### config.mk
export PLATFORM = sky130hd
export DESIGN_NAME = wb_retire_stage
export DESIGN_NICKNAME = d
export VERILOG_FILES = /design/src/rtl/wb_pkg.sv /design/src/rtl/wb_fwd_lookup.sv /design/src/rtl/wb_retire_stage.sv
export SDC_FILE = /design/constraint.sdc
export NUM_CORES = 1
export LEC_CHECK = 0
export BUFFER_PORTS_ARGS = -buffer_cell sky130_fd_sc_hd__buf_2
export CORE_MARGIN = 5
export CORE_UTILIZATION = 48
export CTS_CLUSTER_DIAMETER = 150
export DETAILED_ROUTE_END_ITERATION = 8
export HOLD_SLACK_MARGIN = 0.12
export MAX_ROUTING_LAYER = met4
export PLACE_DENSITY = 0.81
export SLEW_MARGIN = 20
export SYNTH_ARGS = -nofsm -noshare
export SYNTH_HDL_FRONTEND = slang
export SYNTH_SLANG_ARGS = --single-unit
### constraint.sdc
create_clock -name clk -period 6.7 [get_ports clk]
set_input_delay 0.335 -clock clk [delete_from_list [all_inputs] [get_ports clk]]
set_output_delay 0.335 -clock clk [all_outputs]
set_load 0.02 [all_outputs]
### src/rtl/wb_pkg.sv
// Purpose : shared types and width helpers for the write-back / retire stage.
// Latency : n/a (types and constant functions only).
// Backpressure: n/a.
// Contents: wb_entry_t, the retire-buffer entry, sized to the widest supported
//           configuration (XLEN <= 64, NREG <= 256). Users zero-extend on store
//           and read back only the low XLEN/AW/NB bits.
package wb_pkg;

    localparam int WB_XLEN_MAX = 64;
    localparam int WB_AW_MAX   = 8;
    localparam int WB_NB_MAX   = WB_XLEN_MAX / 8;

    typedef struct packed {
        logic [31:0]            pc;
        logic                   gr_we;
        logic [WB_AW_MAX-1:0]   dest;
        logic [WB_XLEN_MAX-1:0] result;
        logic [WB_NB_MAX-1:0]   byte_we;
        logic                   ex;
    } wb_entry_t;

    function automatic int calc_aw(input int nreg);
        return (nreg > 1) ? $clog2(nreg) : 1;
    endfunction

    function automatic int calc_nb(input int xlen);
        return xlen / 8;
    endfunction

    // Buffer pointer width; at least one bit even for a single-entry buffer.
    function automatic int calc_pw(input int depth);
        return (depth > 1) ? $clog2(depth) : 1;
    endfunction

endpackage

### src/rtl/wb_fwd_lookup.sv
// Purpose : newest-first match of a decode source register against retire-buffer entries.
// Latency : combinational.
// Backpressure: none; o_stall tells decode a partial (byte-masked) write is pending.
// Ports   : i_vld/i_ent  buffer entries ordered newest (index 0) to oldest
//           i_rs         register being looked up
//           o_hit/o_data full-width forwardable value; o_stall partial-write hazard
module wb_fwd_lookup
    import wb_pkg::*;
#(
    parameter int  XLEN  = 32,
    parameter int  NREG  = 32,
    parameter int  DEPTH = 2,
    localparam int AW    = calc_aw(NREG),
    localparam int NB    = calc_nb(XLEN)
) (
    input  logic [DEPTH-1:0] i_vld,
    input  wb_entry_t        i_ent [DEPTH],
    input  logic [AW-1:0]    i_rs,
    output logic             o_hit,
    output logic             o_stall,
    output logic [XLEN-1:0]  o_data
);

    logic w_found;
    logic w_unused_ent;

    // The first matching entry (youngest) decides; older matches are shadowed
    // even if they are full-width, because the younger write wins architecturally.
    always_comb begin
        o_hit   = 1'b0;
        o_stall = 1'b0;
        o_data  = '0;
        w_found = 1'b0;
        for (int k = 0; k < DEPTH; k++) begin
            if (!w_found && i_vld[k] && i_ent[k].gr_we && !i_ent[k].ex &&
                (i_ent[k].dest[AW-1:0] == i_rs) && (i_rs != '0)) begin
                w_found = 1'b1;
                if (&i_ent[k].byte_we[NB-1:0]) begin
                    o_hit  = 1'b1;
                    o_data = i_ent[k].result[XLEN-1:0];
                end else begin
                    o_stall = 1'b1;
                end
            end
        end
    end

    // Upper (always-zero) struct bits and the PC are not needed here.
    always_comb begin
        w_unused_ent = 1'b0;
        for (int k = 0; k < DEPTH; k++) begin
            w_unused_ent = w_unused_ent ^ (^i_ent[k]);
        end
    end

endmodule

### src/rtl/wb_retire_stage.sv
// Purpose : in-order retire buffer between MA and the register file; byte-enabled
//           RF write, decode forwarding, one-cycle flush on a retiring exception.
// Latency : entry accepted at edge N drives rf_we in cycle N+1; 1 retire/cycle.
// Backpressure: wb_allowin low when full and not retiring; with WB_TRACE_EN defined,
//           trace_ready stalls retirement and debug_wb_* mirror retirements,
//           otherwise trace_ready is ignored and debug_wb_* are 0.
// Ports   : ma_*  incoming instruction   rf_*  register-file write
//           id_rs/fwd_*  decode lookup   debug_wb_*/trace_ready  trace port
module wb_retire_stage
    import wb_pkg::*;
#(
    parameter int  XLEN  = 32,
    parameter int  NREG  = 32,
    parameter int  DEPTH = 2,
    localparam int AW    = calc_aw(NREG),
    localparam int NB    = calc_nb(XLEN)
) (
    input  logic            clk,
    input  logic            rst,
    input  logic            ma_valid,
    output logic            wb_allowin,
    input  logic [31:0]     ma_pc,
    input  logic            ma_gr_we,
    input  logic [AW-1:0]   ma_dest,
    input  logic [XLEN-1:0] ma_result,
    input  logic [NB-1:0]   ma_byte_we,
    input  logic            ma_ex,
    output logic [NB-1:0]   rf_we,
    output logic [AW-1:0]   rf_waddr,
    output logic [XLEN-1:0] rf_wdata,
    output logic            wb_flush,
    input  logic [AW-1:0]   id_rs,
    output logic            fwd_hit,
    output logic            fwd_stall,
    output logic [XLEN-1:0] fwd_data,
    input  logic            trace_ready,
    output logic [31:0]     debug_wb_pc,
    output logic [NB-1:0]   debug_wb_rf_we,
    output logic [AW-1:0]   debug_wb_rf_wnum,
    output logic [XLEN-1:0] debug_wb_rf_wdata
);

    localparam int PW = calc_pw(DEPTH);
    localparam int CW = $clog2(DEPTH + 1);

    wb_entry_t        r_buf [DEPTH];
    logic [PW-1:0]    r_head;
    logic [PW-1:0]    r_tail;
    logic [CW-1:0]    r_count;

    wb_entry_t        w_head;
    wb_entry_t        w_new;
    wb_entry_t        w_ord [DEPTH];
    logic [DEPTH-1:0] w_ord_vld;
    logic             w_can_retire;
    logic             w_retire;
    logic             w_accept;
    logic             w_flush;
    logic             w_wr_ok;
    logic             w_unused_head;

    // Wrap explicitly so non-power-of-2 depths work.
    function automatic logic [PW-1:0] ptr_inc(input logic [PW-1:0] p);
        return (p == PW'(DEPTH - 1)) ? '0 : p + PW'(1);
    endfunction

`ifdef WB_TRACE_EN
    assign w_can_retire = trace_ready;
`else
    assign w_can_retire = 1'b1;
`endif

    assign w_head   = r_buf[r_head];
    // rst gates retirement so nothing is written during a reset cycle.
    assign w_retire = ~rst & (r_count != '0) & w_can_retire;
    assign w_flush  = w_retire & w_head.ex;

    assign wb_allowin = ~rst & ((r_count < CW'(DEPTH)) | w_retire);
    assign w_accept   = ma_valid & wb_allowin;

    assign w_wr_ok  = w_head.gr_we & ~w_head.ex & (w_head.dest[AW-1:0] != '0);
    assign rf_we    = w_retire ? (w_head.byte_we[NB-1:0] & {NB{w_wr_ok}}) : '0;
    assign rf_waddr = w_head.dest[AW-1:0];
    assign rf_wdata = w_head.result[XLEN-1:0];
    assign wb_flush = w_flush;

    assign w_unused_head = ^w_head;

    always_comb begin
        w_new         = '0;
        w_new.pc      = ma_pc;
        w_new.gr_we   = ma_gr_we;
        w_new.dest    = WB_AW_MAX'(ma_dest);
        w_new.result  = WB_XLEN_MAX'(ma_result);
        w_new.byte_we = WB_NB_MAX'(ma_byte_we);
        w_new.ex      = ma_ex;
    end

    // Present the buffer newest-first: slot k is (tail-1-k) mod DEPTH,
    // valid when fewer than count entries precede it.
    always_comb begin
        for (int k = 0; k < DEPTH; k++) begin
            w_ord[k]     = r_buf[PW'((int'(r_tail) + 2 * DEPTH - 1 - k) % DEPTH)];
            w_ord_vld[k] = ~rst & (CW'(k) < r_count);
        end
    end

    wb_fwd_lookup #(
        .XLEN  (XLEN),
        .NREG  (NREG),
        .DEPTH (DEPTH)
    ) u_fwd (
        .i_vld   (w_ord_vld),
        .i_ent   (w_ord),
        .i_rs    (id_rs),
        .o_hit   (fwd_hit),
        .o_stall (fwd_stall),
        .o_data  (fwd_data)
    );

    // A retiring exception empties the buffer and drops any same-cycle accept.
    always_ff @(posedge clk) begin
        if (rst | w_flush) begin
            r_head  <= '0;
            r_tail  <= '0;
            r_count <= '0;
        end else begin
            if (w_accept) r_tail <= ptr_inc(r_tail);
            if (w_retire) r_head <= ptr_inc(r_head);
            if (w_accept & ~w_retire)      r_count <= r_count + CW'(1);
            else if (~w_accept & w_retire) r_count <= r_count - CW'(1);
        end
    end

    // Datapath storage; validity is tracked by the pointers alone.
    always_ff @(posedge clk) begin
        if (~rst & ~w_flush & w_accept) begin
            r_buf[r_tail] <= w_new;
        end
    end

`ifdef WB_TRACE_EN
    assign debug_wb_pc       = w_retire ? w_head.pc : 32'h0;
    assign debug_wb_rf_we    = rf_we;
    assign debug_wb_rf_wnum  = w_retire ? rf_waddr : '0;
    assign debug_wb_rf_wdata = w_retire ? rf_wdata : '0;
`else
    logic w_unused_trace;
    assign w_unused_trace    = trace_ready;
    assign debug_wb_pc       = 32'h0;
    assign debug_wb_rf_we    = '0;
    assign debug_wb_rf_wnum  = '0;
    assign debug_wb_rf_wdata = '0;
`endif

endmodule

# After elaboration in Yosys (flattened, before gate mapping)
# Memory sizes are Yosys's and may differ from the RTL's. A register that Yosys moved wholly into a read port is not among the register bits.
# Cells that the tools add are included.
[word_totals]
ff_bits = 4
memories = 1
mem_bits_rw = 150
in_bits = 84
[memory_table]
columns = ["memory", "depth", "width", "rd", "rd_clocked_by_memory_dff", "write_ports", "line_no", "rtl"]
rows = [
  ["r_buf", 2, 75, 3, 1, 1, "wb_retire_stage.sv:46", "wb_entry_t r_buf [DEPTH];"],
]
[classes]
n_reduce_logical = 18
mux = 22
add_sub_neg = 7
n_eq_ne = 2
order_cmp = 3
bitwise = 20
[ops]
columns = ["op", "count"]
rows = [
  ["2-to-1 mux 32 bit", 4],
  ["2-to-1 mux 1 bit", 15],
  ["AND 1 bit", 12],
  ["== test 5 bit", 2],
  ["nonzero test 5 bit", 2],
  ["logical AND 1 bit", 9],
  ["AND reduction 4 bit", 2],
  ["inverter 1 bit", 5],
  ["AND 4 bit", 1],
  ["less-than comparator 1 x 2 -> 1 bit (first input constant)", 2],
  ["2-to-1 mux 2 bit", 2],
  ["2-to-1 mux 4 bit", 1],
  ["nonzero test 2 bit", 2],
  ["adder 1 bit (second input constant)", 3],
  ["zero test 1 bit", 3],
  ["adder 2 x 1 -> 2 bit (second input constant)", 1],
  ["less-than comparator 2 bit (second input constant)", 1],
  ["bitwise OR 1 bit", 2],
  ["subtractor 1 bit (second input constant)", 2],
  ["subtractor 2 x 1 -> 2 bit (second input constant)", 1],
]

# Longest topological paths before layout
# Gate-level depths: netlist (run 1).
# An unclocked memory read counts as a cell.
[depth]
depth_word = 15
ltp_mapped = 10
ltp_nobuf = 10

# Modules after synthesis
# A second synthesis (run 1) with hierarchy kept.
[hier_totals]
cells_unflattened = 621
area_unflattened_um2 = 8728.4
[modules_own_cells]
columns = ["module", "area_each_um2", "instances", "cells_per_inst"]
rows = [
  ["wb_retire_stage", 7729.9, 1, 483],
  ["wb_fwd_lookup", 998.5, 1, 138],
]

# Worst setup path after synthesis (run 1)
# OpenSTA, ideal clock, no wires.
[synth_path]
kind = "register to register"
start = "reg r_count[0]"
end = "mem r_buf[1][0] (netlist bit) (enable)"
path_buffers = 0
stages_incl_launch_ff = 6
t_arrival_ns = 4.415
setup_ns = 0.506
path_slack_ns = 1.779
required_time_ns = 6.194
path_cell_list = "dfxtp_1 > inv_1 > ha_1 > a21oi_1 > nand2_1 > nor3b_1"
[synth_between]
elab_chain_cells = 8
word_cells_on_any_way = 12
classes_between = "1 x order compare; 2 x mux; 8 x bitwise; 1 x reduce/logical"
[synth_rtl]
columns = ["item", "line_no", "rtl"]
rows = [
  ["start, declared", "wb_retire_stage.sv:49", "logic [CW-1:0] r_count;"],
  ["start signal, assigned", "wb_retire_stage.sv:130", "if (w_accept & ~w_retire) r_count <= r_count + CW'(1);"],
  ["start signal, assigned", "wb_retire_stage.sv:131", "else if (~w_accept & w_retire) r_count <= r_count - CW'(1);"],
  ["nonzero test 2 bit", "wb_retire_stage.sv:75", "assign w_retire = ~rst & (r_count != '0) & w_can_retire;"],
  ["AND 1 bit", "wb_retire_stage.sv:75", ""],
  ["bitwise OR 1 bit (*)", "wb_retire_stage.sv:78", "assign wb_allowin = ~rst & ((r_count < CW'(DEPTH)) | w_retire);"],
  ["AND 1 bit (*)", "wb_retire_stage.sv:78", ""],
  ["named net wb_allowin", "wb_retire_stage.sv:21", "output logic wb_allowin,"],
  ["AND 1 bit (*)", "wb_retire_stage.sv:79", "assign w_accept = ma_valid & wb_allowin;"],
  ["AND 1 bit (*)", "wb_retire_stage.sv:137", "if (~rst & ~w_flush & w_accept) begin"],
  ["2-to-1 mux 1 bit (*)", "wb_retire_stage.sv:137", ""],
  ["2-to-1 mux 1 bit (implied by the code) (*)", "wb_retire_stage.sv:138", "r_buf[r_tail] <= w_new;"],
  ["end, declared", "wb_retire_stage.sv:46", ""],
]
# Mark *: on every way through the listed nets, which the timed path passes. The rest lies on a longest branch.

# Worst setup path in the final report (run 1)
[layout_path]
start = "reg r_tail"
end = "out fwd_data[0]"
[layout_between]
elab_chain_cells = 15
word_cells_on_any_way = 25
classes_between = "3 x add/sub; 2 x eq/ne; 5 x mux; 14 x reduce/logical; 1 x memory"
[layout_rtl]
columns = ["item", "line_no", "rtl"]
rows = [
  ["start, declared", "wb_retire_stage.sv:48", "logic [PW-1:0] r_tail;"],
  ["start signal, assigned", "wb_retire_stage.sv:128", "if (w_accept) r_tail <= ptr_inc(r_tail);"],
  ["adder 1 bit (*)", "wb_retire_stage.sv:103", "w_ord[k] = r_buf[PW'((int'(r_tail) + 2 * DEPTH - 1 - k) % DEPTH)];"],
  ["subtractor 1 bit (*)", "wb_retire_stage.sv:103", ""],
  ["memory read (2 x 75 bit) (*)", "--", ""],
  ["parallel branches: the longest is 11 deep, another holds == test 5 bit", "--", ""],
  ["2-to-1 mux 32 bit (*)", "wb_fwd_lookup.sv:35", "if (!w_found && i_vld[k] && i_ent[k].gr_we && !i_ent[k].ex &&"],
  ["end, declared", "wb_retire_stage.sv:35", "output logic [XLEN-1:0] fwd_data,"],
]
# Every way passes the cells marked *.

==> results_dict.tcl, run 1 <==
set metrics [dict create \
    fin_crit_sh_pct 61.3 \
    numCtsBuffers 9 \
    syn-cell-area_um2 5360 \
    grt_pass1_wl_um 18600 \
    synth.distinct_cells 41 \
    final_cell_mix "buf_2, edfxtp_1, conb_1" \
    ctsHoldBuffers 0 \
    pwr_density_cell_nw_per_um2 277 \
    synth.avg_cell_area_um2 12.9 \
    crit_required_ns 6.36 \
    die_x_um 116 \
    wl_per_cell_um 18.4 \
    post_cts_resized 0 \
    fin_area_um2 5980 \
    holdWs_ns 0.162 \
    n_fill_cell 891 \
    ys.warnings.count 0 \
    ys.flop_type "edfxtp_1" \
    nNetsFinal 615 \
    dr.first_iter.drc_count 220 \
    first_pass_iters 4 \
    portBuffers 127 \
    insertion_delay_ns 0.36 \
    leakage_uw 0.00223 \
    drv_cap 0 \
    maxSlewHeadroom_pct 35.8 \
    timing.setup.tns_ns 0 \
    io_pins 234 \
    crit_fanout 53 \
    antenna_found_initial 3 \
    grtUsageTotal_pct 18.3 \
    die_h_um 116 \
    post_cts_buffers 0 \
    skew_ns 0.0103 \
    vias_per_cell 5.59 \
    globalplace.congestion 0.780 \
    place_area_um2 5800 \
    seq_area_frac_synth_pct 50.1 \
    postLayoutSetupSlackWorst_ns 2.59 \
    ir_worst_vdd_mv 0.174 \
    cts-root-buf "clkbuf_8" \
    rows 38 \
    drive_gt1_share_pct 36.8 \
    synth-async-reset-ratio_pct 0 \
    rsz0062_at_grt "false" \
    synth_seq_cells 91 \
    path_class "flop to primary output" \
    fp.dieArea_um2 13400 \
    slew_viol_final 0 \
    hp-class "input pin to flop" \
    area_growth_pct 11.6 \
    synth_edf_count 86 \
    cp-end-kind "primary output" \
    synthCells 415 \
    period_minus_slack_ns 4.11 \
    core_um2 10900 \
    ctsHtreeMaxLevel 3 \
    grt_pass1_vias 3834 \
    clk_pin_slew_ns 0.09 \
    cts.sinks 91 \
    grt_max_degree 66 \
    dp_hpwl_um 8380 \
    mostFrequentLayoutCell "buf_2" \
    status "finished, final reports clean" \
    start_util_pct 49.2 \
    setup_viol 0 \
    drc_errors 0 \
    cts_tree "built" \
    final_util_pct 54.9 \
    ant_nets 0 \
    routed_wl_um 12500 \
    fmax_mhz 244 \
    start_kind "flop" \
    tightest_slew_ns 0.938 \
    dr_total_vias 3781 \
    clockBufferDepth 2 \
    critPathArrivalTime_ns 3.77 \
    place_ws_ns 2.96 \
    hold_violations 0 \
    grt.overflow.total 0 \
]
-- layer usage --
| metal | up-vias | wire [um] | part of all wire (%) | track usage (%) |
|---|---|---|---|---|
| li1 | 1721 | - | - | - |
| met1 | 1831 | 4700 | 38 | 20.1 |
| met2 | 211 | 6160 | 49 | 31.6 |
| met3 | 18 | 1400 | 11 | 5.85 |
| met4 | 0 | 202 | 1.6 | 5.88 |
| met5 | - | 0 | 0 | - |
-- worst paths after layout --
path	from	endpoint	slack, ns	depth (start not counted)
worst min-delay path	ma_result[18]	r_buf[0][23]$_DFFE_PP_	0.16	1
worst max-delay path	r_tail$_SDFFE_PP0P_	fwd_data[0]	2.59	9
worst max register to register	flop	r_buf[1][10]$_DFFE_PP_	4.34	5
worst min register to register	r_count[1]$_SDFFE_PP0P_	r_count[1]$_SDFFE_PP0P_	0.54	2
-- area by class of cell --
type	instances	area [um2]	area share (%)
inverters	4	15.0	0.251
multi-input cells	287	2230	37.3
repair buffers	135	696	11.6
clock inverters	7	43.8	0.733
flip-flops and latches	91	2690	44.9
clock buffers	9	124	2.07
diodes	3	7.51	0.126
well taps	140	175	2.93
-- metrics by stage --
step | total power, uW | instances
floorplan | 1210 | 487
detailed placement | 1340 | 657
global placement | 1330 | 657
global route | 1740 | 676
finish | 1660 | 676
CTS | 1670 | 673
-- critical path: stages, from the launching register on --
cell and delay (ns):
dfxtp_2 0.32, buf_4 0.70, mux2i_1 0.31, xnor2_1 0.10, a2111oi_0 0.83, a2111oi_4 0.18, buf_4 0.31, a32oi_1 0.26
mux2i_1 0.13, buf_2 0.22
-- flip-flops by register name (all words and copies together), names as in the netlist, named ones only --
name / cells
r_count: 2
r_head: 1
r_tail: 1
r_buf: 86
-- cells by family after synthesis --
logic type | share of synthesized area [%]
AND/OR/NAND/NOR | 3.46
XOR/XNOR | 2.13
multiplexers | 17.0
other | 0.0700
flip-flops | 50.1
adder cells (fa/ha/maj) | 0.701
buffers and inverters | 14.0
AO/OA/AOI/OAI | 12.6
-- cell usage after synthesis, types with 2 or more instances --
library cell | instances | share of area [%]
xor2_1 | 8 | 1.3
dfxtp_1 | 5 | 1.9
nor2_1 | 14 | 0.98
clkbuf_1 | 10 | 0.70
inv_1 | 4 | 0.28
buf_1 | 3 | 0.21
buf_6 | 2 | 0.42
a21oi_1 | 3 | 0.28
nand2_1 | 2 | 0.14
buf_8 | 3 | 0.84
mux2_1 | 3 | 0.63
a32oi_1 | 64 | 10
buf_2 | 13 | 1.2
nand3b_1 | 2 | 0.28
nor3_1 | 4 | 0.37
mux2i_1 | 48 | 9.0
nand4_1 | 3 | 0.35
ha_1 | 3 | 0.70
buf_4 | 74 | 10
xnor2_1 | 5 | 0.82
mux2_2 | 35 | 7.4
o21ai_0 | 3 | 0.28
edfxtp_1 | 86 | 48
-- power by group --
group / internal, uW / switching (uW) / total [uW] / leakage, uW
clock network: 134 / 194 / 327 / 0.0000868
logic: 218 / 378 / 596 / 0.00132
registers: 697 / 36.7 / 734 / 0.000829
total: 1050 / 608 / 1660 / 0.00223
(Power assumes the default switching activity.)
==> inputs of run 2 (changes only) <==
clock period = 3.8 ns   (was 6.7 ns; I/O delays follow)
==> results_dict.tcl, run 2 (synthesis results as in run 1) <==
set metrics [dict create \
    status "finished, final reports clean" \
    cts.sinks 91 \
    critPathArrivalTime_ns 3.27 \
    period_minus_slack_ns 3.46 \
    grt.overflow.total 0 \
    drv_cap 0 \
    largest_reg_flops 86 \
    slew_viol_final 0 \
    cts-root-buf "clkbuf_8" \
    first_pass_iters 5 \
    crit_fanout 65 \
    numCtsBuffers 9 \
    grt_pass1_wl_um 20700 \
    insertion_delay_ns 0.36 \
    hp-class "input pin to flop" \
    die_h_um 116 \
    drc_errors 0 \
    place_area_um2 5850 \
    drive_gt1_share_pct 34.1 \
    post_cts_resized 0 \
    grt_pass1_vias 4082 \
    clockBufferDepth 2 \
    timing.setup.tns_ns 0 \
    die_x_um 116 \
    ir_worst_vdd_mv 0.263 \
    tightest_slew_ns 0.809 \
    grt_max_degree 66 \
    dr.first_iter.drc_count 261 \
    leakage_uw 0.00243 \
    grtUsageTotal_pct 20.6 \
    portBuffers 127 \
    path_class "flop to primary output" \
    dp_hpwl_um 8470 \
    final_cell_mix "buf_2, edfxtp_1, conb_1" \
    vias_per_cell 5.53 \
    crit_required_ns 3.61 \
    io_pins 234 \
    n_fill_cell 833 \
    wl_per_cell_um 18.7 \
    setup_viol 0 \
    ant_nets 0 \
    rows 38 \
    routed_wl_um 13400 \
    globalplace.congestion 0.788 \
    antenna_found_initial 1 \
    rsz0062_at_grt "false" \
    pwr_density_cell_nw_per_um2 472 \
    top_regs "r_buf (86), r_count (2)" \
    top_register "r_buf" \
    dr_total_vias 3974 \
    fp.dieArea_um2 13400 \
    fin_area_um2 6480 \
    maxSlewHeadroom_pct 44.7 \
    cts_tree "built" \
    skew_ns 0.0141 \
    hold_violations 0 \
    nNetsFinal 659 \
    area_growth_pct 21.0 \
    fin_crit_sh_pct 90.9 \
    ctsHtreeMaxLevel 3 \
    cp-end-kind "primary output" \
    start_util_pct 49.2 \
    start_kind "flop" \
    mostFrequentLayoutCell "buf_2" \
    clk_pin_slew_ns 0.08 \
    core_um2 10900 \
    fmax_mhz 289 \
]
run 2: worst max-delay path, cell delays in order (launching register included):
cell and delay (ns):
dfxtp_2 0.56, buf_4 0.46, and3b_1 0.24, o22ai_2 0.09
or3_1 0.43, nor3_2 0.27, buf_12 0.30, a32oi_1 0.09
mux2i_1 0.21, buf_2 0.21
run 2: layout make-up:
class	count	area (um2)	area share, %
inverter	4	15.0	0.232
multi-input combinational	287	2240	34.6
clock buffer	9	124	1.91
tap	140	175	2.70
sequential	91	2690	41.4
antenna	2	5.00	0.0772
clock inverter	7	73.8	1.14
timing repair buffer	179	1160	17.9
run 2: power by group:
group          total, uW  internal [uW]  switching [uW]
clock network        667            306             360
logic               1040            416             627
registers           1350           1230             120
total               3060           1950            1110
run 2: path summary, 6_finish.rpt:
check / depth (start not counted) / end / slack, ns / from
max: 9 / fwd_data[22] / 0.34 / r_tail$_SDFFE_PP0P_
min: 3 / r_tail$_SDFFE_PP0P_ / 0.24 / rst
max reg2reg: 4 / r_buf[1][11]$_DFFE_PP_ / 1.47 / flop
min reg2reg: 2 / r_head$_SDFFE_PP0P_ / 0.53 / r_head$_SDFFE_PP0P_
run 2: routing by layer:
metal	global-route usage, %	vias to the layer above	share of wire (%)
li1	-	1814	-
met1	22.4	1924	37
met2	36.4	222	51
met3	6.11	14	10
met4	6.03	0	1.3
met5	-	-	0
run 2: metrics by stage:
step | setup WS (ns) | total power, uW | util, % | cells | hold slack, ns
finish | 0.344 | 3060 | 59.5 | 719 | 0.238
global route | 0.139 | 3220 | 59.5 | 718 | 0.246
CTS | 0.322 | 3060 | 59.5 | 717 | 0.221
detailed placement | 0.726 | 2380 | 53.7 | 658 | 0.382
global placement | 0.798 | 2350 | 53.7 | 658 | 0.377
floorplan | 0.390 | 2130 | - | 487 | 0.289
run 2: repair_timing:
action                    4_1_cts  5_1_grt
buffers inserted                0        0
hold endpoints to repair       86        0
hold buffers                   43        0
